## src/rtl/result_uart_tx_pkg.sv

```systemverilog
// Shared definitions for the result UART transmitter.
//   state_t           - serializer state encoding (IDLE, START, DATA, STOP)
//   DEFAULT_SYNC_BYTE - frame header byte used when SYNC_BYTE is not overridden
package result_uart_tx_pkg;

  typedef enum logic [1:0] {
    IDLE  = 2'd0,
    START = 2'd1,
    DATA  = 2'd2,
    STOP  = 2'd3
  } state_t;

  localparam logic [7:0] DEFAULT_SYNC_BYTE = 8'h55;

endpackage

```

## src/rtl/result_uart_tx_byte.sv

```systemverilog
// uart_byte_tx: serializes one byte as 8N1 (start 0, 8 data bits LSB first,
// stop 1), each bit held for CLKS_PER_BIT clocks.
// Ports:
//   clk, reset - clock, asynchronous active-high reset
//   start      - load data and begin a byte; honoured in IDLE or on the last
//                cycle of STOP (gapless chaining of bytes)
//   data       - byte to send, sampled together with start
//   tx         - registered serial line, idle high
//   busy       - 1 while not in IDLE
//   done       - 1 on the final cycle of the stop bit
module uart_byte_tx
  import result_uart_tx_pkg::*;
#(
  parameter int unsigned CLKS_PER_BIT = 434
) (
  input  logic       clk,
  input  logic       reset,
  input  logic       start,
  input  logic [7:0] data,
  output logic       tx,
  output logic       busy,
  output logic       done
);

  localparam int unsigned BAUD_W = (CLKS_PER_BIT > 1) ? $clog2(CLKS_PER_BIT) : 1;
  localparam logic [BAUD_W-1:0] BAUD_LAST = BAUD_W'(CLKS_PER_BIT - 1);

  state_t            state;
  logic [BAUD_W-1:0] baud;
  logic [2:0]        bit_idx;
  logic [7:0]        shreg;
  logic              last_tick;

  assign last_tick = (baud == BAUD_LAST);
  assign busy      = (state != IDLE);
  assign done      = (state == STOP) && last_tick;

  always_ff @(posedge clk or posedge reset) begin
    if (reset) begin
      state   <= IDLE;
      baud    <= '0;
      bit_idx <= '0;
      shreg   <= '0;
      tx      <= 1'b1;
    end else begin
      case (state)
        IDLE: begin
          baud <= '0;
          if (start) begin
            shreg <= data;
            tx    <= 1'b0;
            state <= START;
          end
        end

        START: begin
          if (last_tick) begin
            baud    <= '0;
            bit_idx <= '0;
            tx      <= shreg[0];
            state   <= DATA;
          end else begin
            baud <= baud + 1'b1;
          end
        end

        DATA: begin
          if (last_tick) begin
            baud <= '0;
            if (bit_idx == 3'd7) begin
              tx    <= 1'b1;
              state <= STOP;
            end else begin
              // tx shows shreg[0]; shifting right exposes the next bit at [1]
              bit_idx <= bit_idx + 1'b1;
              shreg   <= shreg >> 1;
              tx      <= shreg[1];
            end
          end else begin
            baud <= baud + 1'b1;
          end
        end

        STOP: begin
          if (last_tick) begin
            baud <= '0;
            if (start) begin
              shreg <= data;
              tx    <= 1'b0;
              state <= START;
            end else begin
              state <= IDLE;
            end
          end else begin
            baud <= baud + 1'b1;
          end
        end

        default: begin
          state <= IDLE;
          tx    <= 1'b1;
        end
      endcase
    end
  end

endmodule

```

## src/rtl/result_uart_tx.sv

```systemverilog
// result_uart_tx: pops result words from an upstream FIFO and sends each as a
// UART frame: SYNC_BYTE, then the word's bytes most significant first.
// Ports:
//   clk, reset   - clock, asynchronous active-high reset
//   fifo_data    - head-of-queue word (valid when fifo_empty = 0)
//   fifo_empty   - upstream FIFO empty flag
//   fifo_rd_done - one-cycle pop strobe, only in IDLE with data present
//   tx_enable    - permits starting a new frame (sampled only in IDLE)
//   tx           - 8N1 serial line, idle high, registered
//   busy         - 1 while a frame is in progress
module result_uart_tx
  import result_uart_tx_pkg::*;
#(
  parameter int unsigned WIDTH        = 16,
  parameter int unsigned CLKS_PER_BIT = 434,
  parameter logic [7:0]  SYNC_BYTE    = DEFAULT_SYNC_BYTE
) (
  input  logic             clk,
  input  logic             reset,
  input  logic [WIDTH-1:0] fifo_data,
  input  logic             fifo_empty,
  output logic             fifo_rd_done,
  input  logic             tx_enable,
  output logic             tx,
  output logic             busy
);

  localparam int unsigned NBYTES = WIDTH / 8;
  localparam int unsigned CNT_W  = $clog2(NBYTES + 1);

  logic [WIDTH-1:0] shadow;
  logic [CNT_W-1:0] bytes_left;
  logic             byte_start;
  logic [7:0]       byte_data;
  logic             byte_busy;
  logic             byte_done;
  logic             next_byte;

  assign busy = byte_busy;

  // The pop is decoded from the serializer's registered state so the sync
  // byte can start on the very next edge; this keeps back-to-back frames one
  // IDLE cycle apart. Gated by reset so no pop is seen while held in reset.
  assign fifo_rd_done = !reset && !byte_busy && !fifo_empty && tx_enable;

  assign next_byte  = byte_done && (bytes_left != '0);
  assign byte_start = fifo_rd_done || next_byte;
  assign byte_data  = fifo_rd_done ? SYNC_BYTE : shadow[WIDTH-1 -: 8];

  // Shadow holds the captured word; it shifts left as each byte is handed
  // to the serializer so the next byte is always in the top 8 bits.
  always_ff @(posedge clk or posedge reset) begin
    if (reset) begin
      shadow     <= '0;
      bytes_left <= '0;
    end else if (fifo_rd_done) begin
      shadow     <= fifo_data;
      bytes_left <= CNT_W'(NBYTES);
    end else if (next_byte) begin
      shadow     <= shadow << 8;
      bytes_left <= bytes_left - 1'b1;
    end
  end

  uart_byte_tx #(
    .CLKS_PER_BIT(CLKS_PER_BIT)
  ) u_byte_tx (
    .clk  (clk),
    .reset(reset),
    .start(byte_start),
    .data (byte_data),
    .tx   (tx),
    .busy (byte_busy),
    .done (byte_done)
  );

endmodule

```

## config.mk

```make
export PLATFORM = sky130hd
export DESIGN_NAME = result_uart_tx
export DESIGN_NICKNAME = d
export VERILOG_FILES = /design/src/rtl/result_uart_tx_pkg.sv /design/src/rtl/result_uart_tx_byte.sv /design/src/rtl/result_uart_tx.sv
export SDC_FILE = /design/constraint.sdc
export NUM_CORES = 1
export LEC_CHECK = 0
export CORE_ASPECT_RATIO = 0.75
export CORE_MARGIN = 5
export CORE_UTILIZATION = 55
export DETAILED_ROUTE_END_ITERATION = 6
export GPL_TIMING_DRIVEN = 0
export PLACE_DENSITY = 0.78
export SLEW_MARGIN = 0
export SYNTH_ARGS = -nofsm -noshare
export SYNTH_HDL_FRONTEND = slang
export SYNTH_SLANG_ARGS = --single-unit
```

## constraint.sdc

```tcl
create_clock -name clk -period 2.6 [get_ports clk]
set_clock_uncertainty 0.1 [all_clocks]
set_input_delay 0.65 -clock clk [delete_from_list [all_inputs] [get_ports clk]]
set_output_delay 0.65 -clock clk [all_outputs]
set_load 0.01 [all_outputs]
```

# Word level (Yosys, flattened, before mapping)
# Index checks and enable logic that the tools add are counted.
word_totals:
  reg_bits: 41
  input_bits: 20
  output_inout_bits: 3
op_classes:
  add_sub_neg: 3
  n_eq_ne: 11
  n_mux: 29
  reduce_logical: 20
ops:
  columns: ["op", "n"]
  rows:
  - ["$mux 8", 5]
  - ["$mux 16", 2]
  - ["$pmux 8 s3", 1]
  - ["$pmux 9 s2", 1]
  - ["$mux 2", 7]
  - ["$add 9x1->9 const B", 1]
  - ["$eq 9x9->1 const B", 1]
  - ["$mux 3", 3]
  - ["$mux 9", 1]
  - ["$ne 2x1->1 const B", 4]
  - ["$pmux 2 s4", 1]
  - ["$reduce_and 4->1", 2]
  - ["$reduce_bool 2->1", 4]
  - ["$mux 1", 6]
  - ["$pmux 3 s2", 1]
  - ["$logic_and 1x1->1", 5]
  - ["$reduce_and 5->1", 1]
  - ["$eq 2x2->1 const B", 2]
  - ["$ne 2x2->1 const B", 2]
  - ["$pmux 1 s4", 1]
  - ["$add 3x1->3 const B", 1]
  - ["$eq 3x3->1 const B", 1]
  - ["$logic_not 1->1", 3]
  - ["$reduce_and 3->1", 1]
  - ["other kinds (6)", 6]

# Logic depth before layout (Yosys ltp)
# Gate-level depths: netlist (run 1).
logic_depth:
  word_depth: 9
  mapped_depth: 7
  ltp_nobuf: 6

# Modules after synthesis
# A second synthesis (run 1) with hierarchy kept.
unflattened:
  cells_unflattened: 216
  hier_area_um2: 2202.1
modules_own_cells:
  columns: ["module", "instances", "cells_per_inst", "area_per_inst_um2", "seq_area_each_um2"]
  rows:
  - ["uart_byte_tx", 1, 124, 1327.5, 576.8]
  - ["result_uart_tx", 1, 92, 874.6, 450.4]

# Worst setup path before layout (run 1)
# OpenSTA, ideal clock, no wires.
synth_path:
  path_type: "input to output"
  startpoint: "in reset"
  endpoint: "out fifo_rd_done"
  arrival_time_ps: 1766
  required_time_ps: 1850
  setup_slack_ps: 84
  path_stages: 3
  path_buffers: 2
  path_cell_list: "nor4bb_1 > clkbuf_1 > clkbuf_1"
synth_between:
  elab_chain_cells: 4
synth_lines:
  columns: ["element", "line", "text"]
  rows:
  - ["start: declaration", "result_uart_tx.sv:19", "input logic reset,"]
  - ["$logic_not 1->1 (no line)", null, null]
  - ["$logic_and 1x1->1 (3 in series)", "result_uart_tx.sv:44", "assign fifo_rd_done = !reset && !byte_busy && !fifo_empty && tx_enable;"]
  - ["end: declaration", "result_uart_tx.sv:22", "output logic fifo_rd_done,"]
# Every way passes these cells.

# Worst setup path in the final report (run 1)
layout_path:
  startpoint: "in tx_enable"
  endpoint: "out fifo_rd_done"
layout_between:
  elab_chain_cells: 1
layout_lines:
  columns: ["element", "line", "text"]
  rows:
  - ["start: declaration", "result_uart_tx.sv:23", "input logic tx_enable,"]
  - ["$logic_and 1x1->1", "result_uart_tx.sv:44", null]
# Every way passes these cells.

==> impl_results.md, run 1 <==
* Status: completed
* Placed inst area at approximately 2400 um2
* CTS Buf Count at 5
* CTS tree: yes
* Post-layout nets at 250
* Critical path class: input port to output pin
* Worst setup SP type: input port
* Final hold viol count at 0
* Die area at 5090 um2
* Initial antenna violation count at 0
* Vias in the first global route at 1,546
* Final Max Slew Viols at 0
* Final period util at between 90% and 100%
* CP Data Arrival Time at 1.77 ns
* Busiest grt layer: met2
* Die height at 63.1 um
* Number of DRC markers after the initial detailed-route iteration at 110
* Crit-path cells: clkdlybuf4s50_1 -> nor4bb_4 -> clkbuf_8 -> buf_2
* Critical Path RT at between 1.5 and 2 ns
* Global-route wire length before repair at between 7000 and 8000 um
* Synth Net Count at between 200 and 250
* HP Class: register to register
* Tot GR Track Use at 18.1%
* Layout cells sized above 1 at around 11%
* Die Width at roughly 81 um
* Cell variety after synth at between 40 and 50
* IO Count at 23
* Post-route antenna net violation count at 0
* Grt total ovfl at 0
* Fill cell count at 282
* Pin count of the biggest net entering global routing at 42
* Skew-Pair Late Insertion Delay at 0.30 ns
* Clk slew on worst S/H paths at 0.07 ns
* Cell area after synthesis at roughly 2100 um2
* Relative slew slack at 44.5%
* Via Count at approximately 1,500
* Power density cells at approximately 440 nW/um2
* Port-buffer cells at 22
* R2R Setup Slk at 0.16 ns
* Crit. End Element: output pin
* Deepest clock path buffer count at 2
* CTS Sinks at 41
* CP max FO at 2
* Hold Path Depth at 1
* GRT met1 Usage at between 20% and 30%
* Setup-failing EPs final at 0
* Register area share after synthesis at slightly below 50%
* Top cells by area, synth: dfrtp_1 (48%), mux2i_1 (6.3%), ha_1 (6.1%)
* Router iterations before antenna repair at 4
* DP Wirelength at 3060 um
* Synth area leader: dfrtp_1
* Drt total wl at about 4200 um
* Slowest-stage cell, CP: clkdlybuf4s50_1
* Routability congestion estimate at 0.846
* Setup TNS at 0 ns
* LEAKAGE at about 1.1 nW
* WL/cell at ~16 um
* Max incr delay on CP at between 0.4 and 0.5 ns
* Initial Util at between 50% and 60%
* RSZ-0062 raised after global routing: no
* Post-Route Utilization at about two thirds
* Max cap viols at 0
* Grt met3 use at approximately 3.7%
* Post-synth top area share at 48.5%
* Grt met2 use at between 20% and 30%
* FMAX at ~0.40 GHz
* # diodes at 0
* Number of placement rows at 19
* Yosys Warn Count at 0
* Core area at ~3600 um2
* Average size of a mapped cell at between 10 and 15 um2
* Area grow syn2layout at 19.2%
* Synth Register Bits at between 40 and 50
* Peak VDD IR at around 330 uV
* Slew @ Worst Pin at 0.831 ns
* Via density at 5.59
* H-tree Lvls at 2
* Clk root buf: clkbuf_8
* Fin crit period at ~2.5 ns
* Post-Synthesis Cells at between 150 and 200
* Worst R2R Path Depth at 8
* Remaining DRCs at 0
* Final instance area at roughly 2500 um2
-- metrics by stage --
step	instances	total power, mW	hold slack (ns)	setup WS, ns
final	273	1.08	0.387	0.0779
after global routing	273	1.12	0.410	0.0267
after detailed placement	264	0.692	0.378	-1.38
after floorplan	190	0.660	0.353	0.0842
after global placement	264	0.691	0.370	-1.35
after CTS	273	1.09	0.388	0.0778
-- state kept, by name, summed over array words and instances, names as in the netlist --
signal             cells
bytes_left             2
u_byte_tx.shreg        8
u_byte_tx.bit_idx      3
u_byte_tx.tx           1
shadow                16
u_byte_tx.state        2
u_byte_tx.baud         9
-- worst max-delay path, delay by kind of cell --
kind                   cells  cell delay [ns]
AND/OR/NAND/NOR            1             0.34
buffers and inverters      3             0.77
-- path summary, 6_finish.rpt --
path | from | end
setup / recovery | tx_enable | fifo_rd_done
hold / removal | u_byte_tx.baud[0] | u_byte_tx.baud[0]
setup reg to reg | u_byte_tx.state[0] | u_byte_tx.shreg[5]
hold reg to reg | u_byte_tx.baud[0] | u_byte_tx.baud[0]
max in group asynchronous | reset | shadow[5]
min in group asynchronous | reset | u_byte_tx.bit_idx[0]
-- layer usage --
layer | share of wire, % | up-vias
met3 | 3.5 | 9
li1 | - | 747
met4 | 1.8 | 0
met2 | 46 | 26
met5 | 0 | -
met1 | 49 | 743
-- power by group --
part	switching (mW)	total (mW)	internal (mW)
sequential	0	0.637	0.637
clock	0.218	0.404	0.186
combinational	0.0165	0.0413	0.0248
-- synth_stat cells --
cell,instances
o311a_1,1
or4_1,1
dfstp_2,1
o31ai_1,1
a21oi_1,4
and2_1,1
inv_1,16
o22ai_1,5
clkbuf_1,4
buf_6,1
a22o_1,13
and3_1,1
mux2i_1,13
nor2b_1,1
xnor2_1,4
nand2b_1,1
or3_1,2
a21boi_0,1
nor4bb_1,1
buf_2,1
nor4b_4,1
nand4b_1,1
a22oi_1,3
or2_1,2
o21ai_0,5
o32ai_1,1
a41o_1,1
dfrtp_1,40
mux2_1,1
mux2_2,4
nand4_1,1
buf_4,1
nor2_1,12
o21ai_1,9
o221ai_1,1
nand2_1,12
ha_1,10
or4b_1,1
o2bb2ai_1,1
xor2_1,2
nor3_1,2
a31o_2,1
o221a_2,1
nand3_1,4
-- cell usage in the layout, fill, tap and decap left out, types with 2 or more instances in the layout --
cell             instances
clkdlybuf4s50_1         19
clkinv_2                 2
a22o_1                  13
o21ai_0                  5
or3_1                    2
nor2_1                  12
o21ai_1                  9
nand3_1                  4
mux2i_1                 13
mux2_2                   4
buf_2                    2
dlygate4sd2_1            2
o22ai_1                  5
clkbuf_1                 3
nor3_1                   2
or2_1                    2
xnor2_1                  4
a22oi_1                  3
clkbuf_8                 6
buf_4                    3
a21oi_1                  4
inv_1                   15
nand2_1                 12
dfrtp_1                 40
xor2_1                   2
ha_1                    10
-- kinds of logic after synthesis --
logic type,synth area share [%]
adders and majority gates,6.06
buffers and inverters,4.78
AOI/OAI and AO/OA,16.4
DFF,49.7
muxes,9.02
and+or+nand+nor,11.4
xor gates and xnor gates,2.54
-- layout make-up --
type	count	area, um2	area share (%)
flip-flops and latches	41	1030	41.7
multi-input cells	126	955	38.8
repair buffers	24	228	9.25
clock buffers	6	72.6	2.95
well taps	52	65.1	2.64
inverters	16	60.1	2.44
plain buffers	6	45.0	1.83
clock inverters	2	10.0	0.407
-- timing repair --
action,4_1_cts,5_1_grt
setup buffers,2,0
hold endpoints to repair,0,0
hold buffers,0,0
setup endpoints to repair,22,0
gates resized for setup,11,0
(Power assumes the default switching activity.)
==> inputs of run 2 (changes only) <==
--- a/config.mk
+++ b/config.mk
@@ -6,7 +6,7 @@
 export NUM_CORES = 1
 export LEC_CHECK = 0
 export CORE_ASPECT_RATIO = 0.75
-export CORE_MARGIN = 5
+export CORE_MARGIN = 4
 export CORE_UTILIZATION = 55
 export DETAILED_ROUTE_END_ITERATION = 6
 export GPL_TIMING_DRIVEN = 0
==> impl_results.md, run 2 (same netlist as run 1, synthesis figures left out) <==
* Start of the worst register-to-register path: u_byte_tx.state[1] (was u_byte_tx.state[0])
* Initial Util at 59.9% (was 56.8%)
* Switching Share at 20.1% (was 21.7%)
* Final period util at 96.2% (was 97.0%)
* Drt total wl at 4370 um (was 4240 um)
* R2R Setup Slk at 0.15 ns (was 0.16 ns)
* Slowest-stage cell, CP: dfrtp_1 (was clkdlybuf4s50_1)
* Most common cell after layout, fill and taps aside: dfrtp_1 (unchanged)
* Port-buffer cells at 22 (unchanged)
* Remaining DRCs at 0 (unchanged)
* RSZ-0062 raised after global routing: no (unchanged)
* Final hold viol count at 0 (unchanged)
* Fin cells at 270 (was 273)
* Deepest clock path buffer count at 2 (unchanged)
* DP Wirelength at 3090 um (was 3060 um)
* Max incr delay on CP at 0.44 ns (was 0.45 ns)
* # diodes at 0 (unchanged)
* Number of placement rows at 18 (was 19)
* WL/cell at 16.2 um (was 15.5 um)
* Worst reg2reg endpoint: u_byte_tx.shreg[5] (unchanged)
* CTS Sinks at 41 (unchanged)
* Max cap viols at 0 (unchanged)
* Post-layout nets at 250 (unchanged)
* Routability congestion estimate at 0.845 (was 0.846)
* Pre-CTS setup slack at -1.37 ns (was -1.38 ns)
* Final Max Slew Viols at 0 (unchanged)
* Peak VDD IR at 411 uV (was 326 uV)
* Core area at 3450 um2 (was 3640 um2)
* Commonest non-fill, non-tap cells in the layout: dfrtp_1 (40), clkdlybuf4s50_1 (19), inv_1 (14) (was dfrtp_1 (40), clkdlybuf4s50_1 (19), inv_1 (15))
* FMAX at 0.400 GHz (was 0.396 GHz)
* Router iterations before antenna repair at 4 (unchanged)
* Fill cell count at 254 (was 282)
* Pin count of the biggest net entering global routing at 42 (unchanged)
* Biggest regs: shadow (16), u_byte_tx.baud (9), u_byte_tx.shreg (8) (unchanged)
* Combinational Power Share at 3.8% (about the same)
* Tot GR Track Use at 20.3% (was 18.1%)
* HP Class: register to register (unchanged)
* Setup TNS at 0 ns (unchanged)
* Power density cells at 443 nW/um2 (was 440 nW/um2)
* Hold wc startpoint: shadow[7] (was u_byte_tx.baud[0])
* Worst R2R Path Depth at 8 (unchanged)
* Global-route wire length before repair at 7330 um (was 7180 um)
* H-tree Lvls at 2 (unchanged)
* Area grow syn2layout at 19.4% (was 19.2%)
* Pint at 0.873 mW (was 0.848 mW)
* Clk root buf: clkbuf_8 (unchanged)
* Grt total ovfl at 0 (unchanged)
* Crit-path cells: inv_1 -> ha_2 -> nor4bb_4 -> clkbuf_8 -> buf_2 (was clkdlybuf4s50_1 -> nor4bb_4 -> clkbuf_8 -> buf_2)
* P_sw at 0.220 mW (was 0.235 mW)
* Number of DRC markers after the initial detailed-route iteration at 227 (was 110)
* Via Count at 1,566 (was 1,525)
* Vias in the first global route at 1,575 (was 1,546)
* Largest reg by FF count: shadow (unchanged)
* Hold Path Depth at 1 (unchanged)
* Power Total at 1.09 mW (was 1.08 mW)
* Die height at 61.1 um (was 63.1 um)
* Hold buffer count at CTS at 0 (unchanged)
* Setup-failing EPs final at 0 (unchanged)
* Placed cell count at 262 (was 264)
* Critical Path RT at 1.85 ns (about the same)
* IO Count at 23 (unchanged)
* Clk slew on worst S/H paths at 0.07 ns (about the same)
* Skew-Pair Late Insertion Delay at 0.30 ns (about the same)
* Slew @ Worst Pin at 0.837 ns (was 0.831 ns)
* Min-Delay Endpoint: shadow[7] (was u_byte_tx.baud[0])
* Seq pwr share at 58.4% (was 58.9%)
* Post-route antenna net violation count at 0 (unchanged)
* Die Width at 78.8 um (was 80.8 um)
* Die area at 4810 um2 (was 5090 um2)
* LEAKAGE at 1.06 nW (was 1.07 nW)
* Critical path class: register to output pin (was input port to output pin)
* CTS tree: yes (unchanged)
* Via density at 5.80 (was 5.59)
* CTS Buf Count at 5 (unchanged)
* Max FFs per register at 16 (unchanged)
* CP max FO at 5 (was 2)
* Area of the multi-input gates at 957 um2 (was 955 um2)
* Status: completed (unchanged)
* Worst setup SP type: register (was input port)
* Clock share of power at 37.8% (was 37.3%)
* CP Data Arrival Time at 1.75 ns (was 1.77 ns)
* Relative slew slack at 44.1% (was 44.5%)
* Seq. cell area at 1030 um2 (unchanged)
* Initial antenna violation count at 0 (unchanged)
* Layout cells sized above 1 at 11.4% (was 10.9%)
* Setup ws final at 0.0996 ns (was 0.0779 ns)
* Crit. End Element: output pin (unchanged)
* Fin crit period at 2.50 ns (was 2.52 ns)
## run 2: worst max-delay path by stage
| stage | startpoint | endpoint |
|---|---|---|
| after floorplan | reset | fifo_rd_done |
| after global placement | tx_enable | fifo_rd_done |
| after detailed placement | reset | fifo_rd_done |
| after CTS | tx_enable | fifo_rd_done |
| after global routing | u_byte_tx.state[0] | fifo_rd_done |
| final | u_byte_tx.state[1] | fifo_rd_done |
## run 2: critical path, delay by kind of cell, from the launching register on
| kind | cells | cell delay (ns) |
|---|---|---|
| flip-flops | 1 | 0.44 |
| adder cells (fa/ha/maj) | 1 | 0.21 |
| AND/OR/NAND/NOR | 1 | 0.36 |
| buffers and inverters | 3 | 0.45 |
## run 2: repair_timing
action / in CTS / in global routing
setup buffers: 2 / 0
pin swaps: 1 / 1
setup endpoints to repair: 22 / 1
gates resized for setup: 11 / 2
## run 2: power groups by stage
| stage | clock, mW | sequential, mW | combinational, mW |
|---|---|---|---|
| 5_1_grt | 0.449 | 0.637 | 0.0465 |
| 3_3_place_gp | 0 | 0.650 | 0.0408 |
| 6_report | 0.413 | 0.638 | 0.0415 |
| 3_5_place_dp | 0 | 0.650 | 0.0424 |
| 4_1_cts | 0.422 | 0.637 | 0.0427 |
| 2_1_floorplan | 0 | 0.650 | 0.00991 |
## run 2: metal layers
metal | up-vias | track usage, % | share of wire, %
met2 | 47 | 31.7 | 47
met3 | 7 | 5.26 | 5.4
met5 | - | 0 | 0
met1 | 769 | 27.3 | 46
met4 | 0 | 8.98 | 1.6
li1 | 743 | - | -
## run 2: layout make-up
class	count	share of cell area (%)
Sequential cell	41	41.7
Multi-Input combinational cell	126	38.8
Timing Repair Buffer	24	9.23
Clock buffer	7	3.50
Tap cell	50	2.54
Inverter	16	2.44
Buffer	6	1.83
## run 2: metrics by stage
| step | hold WS, ns | instance area, um2 | utilization (%) |
|---|---|---|---|
| 2_1_floorplan | 0.353 | 2070 | - |
| 3_3_place_gp | 0.371 | 2350 | 68.2 |
| 3_5_place_dp | 0.384 | 2350 | 68.2 |
| 4_1_cts | 0.406 | 2460 | 71.5 |
| 5_1_grt | 0.425 | 2470 | 71.6 |
| 6_report | 0.409 | 2470 | 71.6 |
==> inputs of run 3 (changes only) <==
--- a/config.mk
+++ b/config.mk
@@ -8,6 +8,7 @@
 export CORE_ASPECT_RATIO = 0.75
 export CORE_MARGIN = 4
 export CORE_UTILIZATION = 55
+export CTS_CLUSTER_SIZE = 16
 export DETAILED_ROUTE_END_ITERATION = 6
 export GPL_TIMING_DRIVEN = 0
 export PLACE_DENSITY = 0.78
==> results of run 3 <==
No change in the layout: final DEF, timing and power equal those of run 2.
==> patch (flow settings as in run 2) <==
Reset style: synchronous (`reset`), changed in 2 clocked blocks. Comments in the files are not updated.
--- a/src/rtl/result_uart_tx_byte.sv
+++ b/src/rtl/result_uart_tx_byte.sv
@@ -35,7 +35,7 @@
   assign busy      = (state != IDLE);
   assign done      = (state == STOP) && last_tick;
 
-  always_ff @(posedge clk or posedge reset) begin
+  always_ff @(posedge clk) begin
     if (reset) begin
       state   <= IDLE;
       baud    <= '0;
--- a/src/rtl/result_uart_tx.sv
+++ b/src/rtl/result_uart_tx.sv
@@ -49,7 +49,7 @@
 
   // Shadow holds the captured word; it shifts left as each byte is handed
   // to the serializer so the next byte is always in the top 8 bits.
-  always_ff @(posedge clk or posedge reset) begin
+  always_ff @(posedge clk) begin
     if (reset) begin
       shadow     <= '0;
       bytes_left <= '0;
Behaviour: differs if reset is asserted again (counterexample within 4 cycles, from zero or initial values and one cycle with reset high); with reset held inactive, the same outputs for 10 cycles.
==> patch against run 2 <==
Design area shrank 3.8%; largest cell class is now multi-input combinational cells; sequential cell count is the same; routed wire length is 2.3% lower; maximum frequency decreased by 1.6%; critical path type is now register to register; area after synthesis fell by 4.7%; highest routed layer unchanged; worst setup slack got worse by 40 ps; die area decreased by 4.2%; global-route usage is 0.17 points lower; count of clock-buffer cells in the layout unchanged.
Power is not compared: it rests on default switching activity, and its combinational part moved more than twofold at a synthesized area within 25%.
==> patch: results (changes against run 2) <==
Vias in the first global route: 1566 (was 1575)
Final weighted congestion in routability-driven placement: 0.8740 (was 0.8453)
Repair and plain buffers: 35 (was 30)
Portion of the post-synthesis area used by sequential elements: 41.70% (was 49.73%)
Maximum number of pins on one net before global-route repair: 16 (was 42)
Seq Cell Count: 41 (unchanged)
Async SR Flop Fraction: 0% (was 100.0%)
Count of cell types in the netlist: 34 (was 44)
Non-clock inverter total of the final layout: 9 (was 16)
Number of multi-input logic gates: 172 (was 126)
Maximum cell stage delay along the critical path: 530 ps (was 440 ps)
Maximum fanout count along the critical path: 9 (was 5)
HPWL after DPL: 2909 um (was 3089 um)
Wire length on met3: 248 um (was 235 um)
Vias/cell: 5.528 (was 5.800)
Met3 Use GR: 5.422% (was 5.263%)
Share of synthesized area spent on multiplexers: 8.137% (was 9.025%)
Number of non-filler instances in the completed layout: 305 (was 270)
Most area-consuming cells after synthesis: sky130_fd_sc_hd__dfxtp_1 42%, sky130_fd_sc_hd__mux2i_1 8.1%, sky130_fd_sc_hd__nor2_1 6.5% (was sky130_fd_sc_hd__dfrtp_1 48%, sky130_fd_sc_hd__mux2i_1 6.3%, sky130_fd_sc_hd__ha_1 6.1%)
Hold_ws: 364.0 ps (was 409.0 ps)
Outcome: finished, final reports clean (unchanged)
Critical R2R Capture: u_byte_tx.shreg[7]$_SDFFE_PP0P_ (was u_byte_tx.shreg[5]$_DFFE_PP0P_)
All-layer global routing usage: 20.11% (was 20.29%)
XOR/XNOR share of the synthesized area: 3.115% (was 2.544%)
Placed Cells: 298 (was 262)
Iteration-0 DRC count of the detailed router: 117 (was 227)
Sequential share of cell area: 34.70% (was 41.65%)
Area of placed instances: 2228 um^2 (was 2349 um^2)
Critical path data arrival time: 2660 ps (was 1750 ps)
Worst R2R Setup Slack: 60 ps (was 150 ps)
Count of nets after finishing: 294 (was 250)
Compound-gate portion of the synthesized area: 14.30% (was 16.41%)
[patch: worst max path at each step]
stage	startpoint	end	slack, ps
after floorplan	u_byte_tx.baud[2]$_SDFF_PP0_	u_byte_tx.shreg[7]$_SDFFE_PP0P_	250
after global placement	fifo_empty	fifo_rd_done	-630
after detailed placement	fifo_empty	fifo_rd_done	-640
after CTS	u_byte_tx.baud[2]$_SDFF_PP0_	bytes_left[1]$_SDFFE_PP0P_	20
after global routing	u_byte_tx.baud[2]$_SDFF_PP0_	u_byte_tx.shreg[7]$_SDFFE_PP0P_	10
final	u_byte_tx.baud[2]$_SDFF_PP0_	u_byte_tx.shreg[7]$_SDFFE_PP0P_	60
[patch: what timing repair did]
action / 4_1_cts / 5_1_grt
pin swaps: 0 / 0
buffers inserted: 1 / 0
endpoints found under the setup margin: 1 / 11
hold endpoints to repair: 0 / 0
resized for setup: 3 / 7
